===== src/rtl/fdiv_pkg.sv =====
// Shared defaults and error codes for the programmable frequency divider.
// fdiv_prog also supports the FDIV_PROG_DUTY50_EN build option.
package fdiv_pkg;

    localparam int FDIV_W_DEF       = 4;
    localparam int FDIV_DIV_RST_DEF = 5;

    // A load request with a zero divisor is the only error the block reports.
    typedef enum logic {
        FDIV_ERR_NONE     = 1'b0,
        FDIV_ERR_DIV_ZERO = 1'b1
    } fdiv_err_e;

    localparam fdiv_err_e FDIV_ERR_CODE_DIV_ZERO = FDIV_ERR_DIV_ZERO;

endpackage


===== src/rtl/fdiv_cnt.sv =====
// Wrapping up-counter: 0..i_last, with synchronous reset, clear and enable.
// o_tc flags the terminal value, where the next enabled step wraps to zero.
module fdiv_cnt #(
    parameter int W = 4
) (
    input  logic         i_clk,
    input  logic         i_rst,
    input  logic         i_clr,
    input  logic         i_en,
    input  logic [W-1:0] i_last,
    output logic [W-1:0] o_cnt,
    output logic         o_tc
);

    logic [W-1:0] r_cnt;
    logic         w_tc;

    // Using >= keeps the counter in range even if i_last ever drops below it.
    assign w_tc = (r_cnt >= i_last);

    always_ff @(posedge i_clk) begin
        if (i_rst || i_clr) begin
            r_cnt <= '0;
        end else if (i_en) begin
            if (w_tc) begin
                r_cnt <= '0;
            end else begin
                r_cnt <= r_cnt + W'(1);
            end
        end
    end

    assign o_cnt = r_cnt;
    assign o_tc  = w_tc;

endmodule


===== src/rtl/fdiv_prog.sv =====
// Programmable divider: active divisor plus shadow register that takes effect at wrap or clear.
// FDIV_PROG_DUTY50_EN selects a registered ~50% duty output instead of the cnt==0 pulse.
module fdiv_prog
    import fdiv_pkg::*;
#(
    parameter int W       = FDIV_W_DEF,
    parameter int DIV_RST = FDIV_DIV_RST_DEF
) (
    input  logic         clk,
    input  logic         rst,
    input  logic         clr,
    input  logic         c_up,
    input  logic         div_ld,
    input  logic [W-1:0] div_val,
    output logic         fdclk,
    output logic [W-1:0] cnt,
    output logic         div_pend,
    output logic         div_err
);

    localparam logic [W-1:0] DIV_RST_V = W'(DIV_RST);

    logic [W-1:0] r_div_act;
    logic [W-1:0] r_div_nxt;
    logic         r_div_pend;
    fdiv_err_e    r_err;

    logic [W-1:0] w_cnt;
    logic [W-1:0] w_last;
    logic         w_tc;
    logic         w_xfer;
    logic         w_ld_ok;
    logic         w_ld_bad;

    assign w_last   = r_div_act - W'(1);
    assign w_ld_ok  = div_ld && (div_val != '0);
    assign w_ld_bad = div_ld && (div_val == '0);
    // Shadow moves into the active divisor only where the count restarts at zero.
    assign w_xfer   = r_div_pend && (clr || (c_up && w_tc));

    fdiv_cnt #(
        .W(W)
    ) u_cnt (
        .i_clk (clk),
        .i_rst (rst),
        .i_clr (clr),
        .i_en  (c_up),
        .i_last(w_last),
        .o_cnt (w_cnt),
        .o_tc  (w_tc)
    );

    always_ff @(posedge clk) begin
        if (rst) begin
            r_div_act  <= DIV_RST_V;
            r_div_nxt  <= DIV_RST_V;
            r_div_pend <= 1'b0;
            r_err      <= FDIV_ERR_NONE;
        end else begin
            r_err <= w_ld_bad ? FDIV_ERR_CODE_DIV_ZERO : FDIV_ERR_NONE;
            if (w_xfer) begin
                r_div_act <= r_div_nxt;
            end
            // A fresh load in the transfer cycle re-arms the shadow with the new value.
            if (w_ld_ok) begin
                r_div_nxt  <= div_val;
                r_div_pend <= 1'b1;
            end else if (w_xfer) begin
                r_div_pend <= 1'b0;
            end
        end
    end

`ifdef FDIV_PROG_DUTY50_EN
    logic         r_fdclk;
    logic [W-1:0] w_half;

    assign w_half = r_div_act >> 1;

    // High while cnt is 1..div_act/2; divide-by-one simply holds the output high.
    always_ff @(posedge clk) begin
        if (rst || clr) begin
            r_fdclk <= 1'b0;
        end else if (r_div_act == W'(1)) begin
            r_fdclk <= 1'b1;
        end else if (c_up) begin
            if (w_cnt == '0) begin
                r_fdclk <= 1'b1;
            end else if (w_cnt == w_half) begin
                r_fdclk <= 1'b0;
            end
        end
    end

    assign fdclk = r_fdclk;
`else
    assign fdclk = (w_cnt == '0);
`endif

    assign cnt      = w_cnt;
    assign div_pend = r_div_pend;
    assign div_err  = (r_err == FDIV_ERR_DIV_ZERO);

endmodule


===== config.mk =====
export PLATFORM = sky130hd
export DESIGN_NAME = fdiv_prog
export DESIGN_NICKNAME = d
export VERILOG_FILES = /design/src/rtl/fdiv_pkg.sv /design/src/rtl/fdiv_cnt.sv /design/src/rtl/fdiv_prog.sv
export SDC_FILE = /design/constraint.sdc
export NUM_CORES = 1
export LEC_CHECK = 0
export CORE_UTILIZATION = 55
export CTS_CLUSTER_DIAMETER = 150
export DETAILED_ROUTE_END_ITERATION = 16
export DONT_BUFFER_PORTS = 1
export PLACE_DENSITY = 0.82
export SLEW_MARGIN = 0
export SYNTH_ARGS = -nofsm -noshare
export SYNTH_HDL_FRONTEND = slang
export SYNTH_HIERARCHICAL = 1
export SYNTH_SLANG_ARGS = --single-unit

===== constraint.sdc =====
create_clock -name clk -period 2.7 [get_ports clk]
set_input_delay 0.54 -clock clk [delete_from_list [all_inputs] [get_ports clk]]
set_output_delay 0.54 -clock clk [all_outputs]
set_load 0.03 [all_outputs]

==> run summary <==
N_diodes: 0
GRT Overall Usage: 18.03%
CP Launch Type: flip-flop
Wire length per cell: 13.41 microns
Final period utilization: 85.23%
Worst skew pair latency: 270 ps
Site Rows: 13
Final Cell Area: 828.3 sq um
Nets: 98
Critical Path RT: 2850 ps
Buffer levels on the longest clock path: 2
Finished Layout Cells: 97
Slack of the critical path: 398.7 ps
Die Span Y: 39.50 microns
Global placer's final weighted congestion: 0.7587
Netlist Area Pre-Place: 773.2 sq um
Via count: 529
Syn Inst Count: 79
Mean number of vias per cell: 5.454
Mux cell area share after synthesis: 5.178%
HPWL after DPL: 979.8 microns
Initial Util: 59.42%
Post-synthesis simple-gate area fraction: 20.87%
Reg2reg start: u_cnt/o_cnt[0]
Sw Share: 22.20%
DR DRC count: 0
CP endpoint kind: flip-flop
Max-cap violations: 0
Seq pwr share: 55.1%
Clock Power Share: 35.6%
Slew headroom: 67.41%
RSZ-0062 raised after global routing: false
Final-report hold violation count: 0
Syn. warnings: 6
Largest net degree at the start of global routing: 16
Post-synthesis compound-gate area fraction: 20.23%
Seq/Total Area, Yosys: 36.25%
Area of the multi-input gates: 459.2 sq um
Avg Inst Size Synth: 9.788 sq um
Initial antenna violation count: 0
Iteration-0 DRC Markers: 15
DRT Wirelength: 1301 microns
Clk pin slew, worst setup/hold paths: 80 ps
Pwr/cell area: 491.0 nW/um^2
Count of input and output buffers: 0
Net Switching: 90.30 uW
Internal power: 316.4 uW
Area after DPL: 792.0 sq um
Crit path DAT: 2450 ps
Largest family of logic cells by synthesized area: simple AND/OR/NAND/NOR gates
Post-synth EDFFs: 0
Vias in the first global route: 454
Syn Nets: 94
Setup_tns: 0 ps
Worst setup path startpoint: u_cnt/o_cnt[0]
Worst slack, placed: 401.6 ps
Post-synth cell types: 27
Peak VDD IR: 0.0003712 V
First-pass DRT Iterations: 4
CTS tree: done
WS Path Type: reg2reg
Worst-Margin Slew: 488.2 ps
Adder-cell share of the synthesized area: 9.709%
Max-slew violations: 0
Post-cts resize count: 0
XOR/XNOR Fraction of Synth Area: 3.398%
Fill cells: 112
Num CTS Buffers: 3
Synth Register Bits: 14
Root buffer cell: clkbuf_4
Worst-path maximum fanout: 6
Most frequent cell after synthesis: dfxtp_1
Post-synth ARST share: 0%
First-pass GRT wire length: 1814 microns
Layout cell share with drive strength beyond 1: 15.85%
Post CTS Setup Buffer Count: 0
Final min period: 2301 ps
# hold bufs at CTS: 0
Peak Freq: 0.4345 GHz
Min-delay src: rst
Yosys top cell by area: dfxtp_1
Pwr Total: 406.7 uW
Die Area: 1560 sq um
Ports: 16
Die W: 39.50 microns
Seq. cell area: 280.3 sq um
Area grow syn2layout: 7.120%
CORE AREA: 1301 sq um
Combinational power share: 9.4%
Static leakage: 0.3336 nW
Remaining antenna violation count: 0
Synth top area share: 36.25%
Sink Count: 14
Setup Skew: 0.9761 ps
Synth Flop Type: dfxtp_1
Cell count after placement: 93
Worst min-delay path class: in2reg
Outcome: finished, final reports clean
Setup violations, final: 0
Most instantiated cells after synthesis: dfxtp_1, nor2_1, inv_1, nand2b_1, ha_1
Total congestion overflow: 0
H-tree depth: 1
Cell types occupying the most area after synthesis: dfxtp_1, ha_1, nand2b_1, mux2i_1, nor2_1
critical path, cell delays in order (launching register included):
cell and delay (ps):
dfxtp_1 590, inv_1 110, ha_1 290, nand2b_4 150
a2111oi_4 460, nor2_2 100, a21oi_1 180, nor2b_1 150
mux2i_1 140
logic make-up after synthesis:
logic type	count (synthesis)
AO/OA/AOI/OAI	16
AND/OR/NAND/NOR	27
buffers and inverters	9
flip-flops	14
adder cells (fa/ha/maj)	6
multiplexers	4
XOR/XNOR	3
path summary, 6_finish.rpt:
kind | slack [ps] | cells after the start | endpoint
min | 330 | 1 | div_err
max | 400 | 8 | r_div_act[1]
min reg2reg | 480 | 2 | r_div_act[3]
max reg2reg | 400 | 8 | r_div_act[1]
per-stage QoR:
stage,hold WS [ps],utilization (%)
after floorplan,451.0,-
after global placement,475.7,60.87
after detailed placement,474.6,60.87
after CTS,318.2,63.65
after global routing,305.9,63.65
final,325.5,63.65
layout by cell type, fill, tap and decap left out, drive strengths merged:
master / n
dfxtp: 14
nor2: 9
nand2b: 8
inv: 7
ha: 6
a21oi: 5
mux2i: 4
clkbuf: 4
xor2: 3
a22oi: 2
a221o: 2
nor2b: 2
nand2: 2
o211ai: 2
nor3: 1
nor4: 1
o41ai: 1
or4: 1
nor3b: 1
buf: 1
a2111oi: 1
o21a: 1
or2: 1
o22ai: 1
nand4: 1
a211oi: 1
area by class of cell:
cell class	instances	area share, %
clock buffer	4	4.381
inverter	7	3.172
multi-input combinational	56	55.44
sequential	14	33.84
tap	15	2.266
timing repair buffer	1	0.9063
sequential cells by signal (all words and copies together), names as in the netlist:
signal,flops
r_div_nxt,4
u_cnt/o_cnt,4
div_pend,1
r_div_act,4
div_err,1
power by group through the flow:
stage	Sequential, mW	Combinational, mW	Clock [mW]
floorplan	0.227	0.0350	0
global placement	0.229	0.0372	0
detailed placement	0.229	0.0385	0
CTS	0.224	0.0385	0.150
global route	0.225	0.0423	0.160
finish	0.224	0.0381	0.145
metal layers:
layer	share of wire (%)	routed length, microns	track usage (%)
met5	0	0	0
met3	4.2	55	4.545
met1	49	643	24.04
met2	45	588	25.82
met4	1.1	14	10.34
Note: power is estimated with default switching activity, not from simulation.
==> variant (same settings) <==
`FDIV_W_DEF`: 4 -> 5.
--- a/src/rtl/fdiv_pkg.sv
+++ b/src/rtl/fdiv_pkg.sv
@@ -2,7 +2,7 @@
 // fdiv_prog also supports the FDIV_PROG_DUTY50_EN build option.
 package fdiv_pkg;
 
-    localparam int FDIV_W_DEF       = 4;
+    localparam int FDIV_W_DEF       = 5;
     localparam int FDIV_DIV_RST_DEF = 5;
 
     // A load request with a zero divisor is the only error the block reports.
Ports: changed (resized cnt and div_val); port bits go from 16 to 18. The function was not compared with the original's and may differ.
==> variant against the unedited design <==
Largest cell class unchanged; synthesized cell count grew 32%; worst hold slack lost 0.037 ns; cell area grew 17%; first-iteration DRC count grew 53%; global-route usage grew 3.9 points; sequential cell count grew 3; cell count grew 26%; utilization shrank 0.67 points; power grew 12%; synthesized area grew 20%; routed wire length grew 41%; die area grew 19%; setup slack lost 0.12 ns; critical path depth grew 5.
==> variant: results <==
layout:
  nets: 124
  nMultiInputCombCells: 71
  buffers: 2
  clockBufferCount: 3
  fillers: 136
  seq_area_frac: 0.351
  inv_count: 12
clocking:
  numClockSinks: 17
  clock_latency_ns: 0.30
critical_path:
  critPathMaxFanout: 5
  cp_slowest_stage_delay_ns: 0.37
placed_design:
  place_congestion: 0.804
  place_ws_ns: 0.301
synthesis:
  synthMuxAreaShare: 0.0650
  synth_common_cells: "dfxtp_1 (17), inv_1 (12), a21oi_1 (10)"
  synth_compound_area_frac: 0.176
  ys_seq_area_frac: 0.368
  synthAdderAreaFrac: 0.0947
  yosys.area_share.xor_xnor: 0.0568
grt:
  grt_pass1_wl_um: 2890
  grtUsageMet1: 0.217
  grt_max_degree: 21
route:
  wirelength_um: 1840
  wl_met2_um: 898
  num_vias: 762
run_status:
  status: "complete, no violations"
sta:
  worst_slew_pin_slew_ns: 0.545
  min_period_over_period: 0.898
## variant: cell types whose count changed after synthesis, moves of 2 or more
cell | before | now
a21oi_1 | 5 | 10
a22oi_1 | 2 | 0
a311oi_1 | 0 | 4
dfxtp_1 | 14 | 17
inv_1 | 7 | 12
mux2i_1 | 4 | 6
nand4_1 | 1 | 3
o21ai_0 | 0 | 2
or4_1 | 0 | 2
xor2_1 | 3 | 5
## variant: stage by stage
stage	cell area, um2	hold slack [ns]	power [mW]	std cells
floorplan	925	0.451	0.314	104
global placement	943	0.472	0.316	118
detailed placement	943	0.469	0.319	118
CTS	971	0.286	0.455	122
global route	971	0.277	0.473	122
finish	971	0.289	0.455	122
## variant: worst min path at each step
stage,end,slack [ns],cells past startpoint
floorplan,r_div_act[1],0.45,2
global placement,r_div_act[1],0.47,2
detailed placement,r_div_act[1],0.47,2
CTS,div_pend,0.29,1
global route,u_cnt/o_cnt[0],0.28,1
finish,div_pend,0.29,1
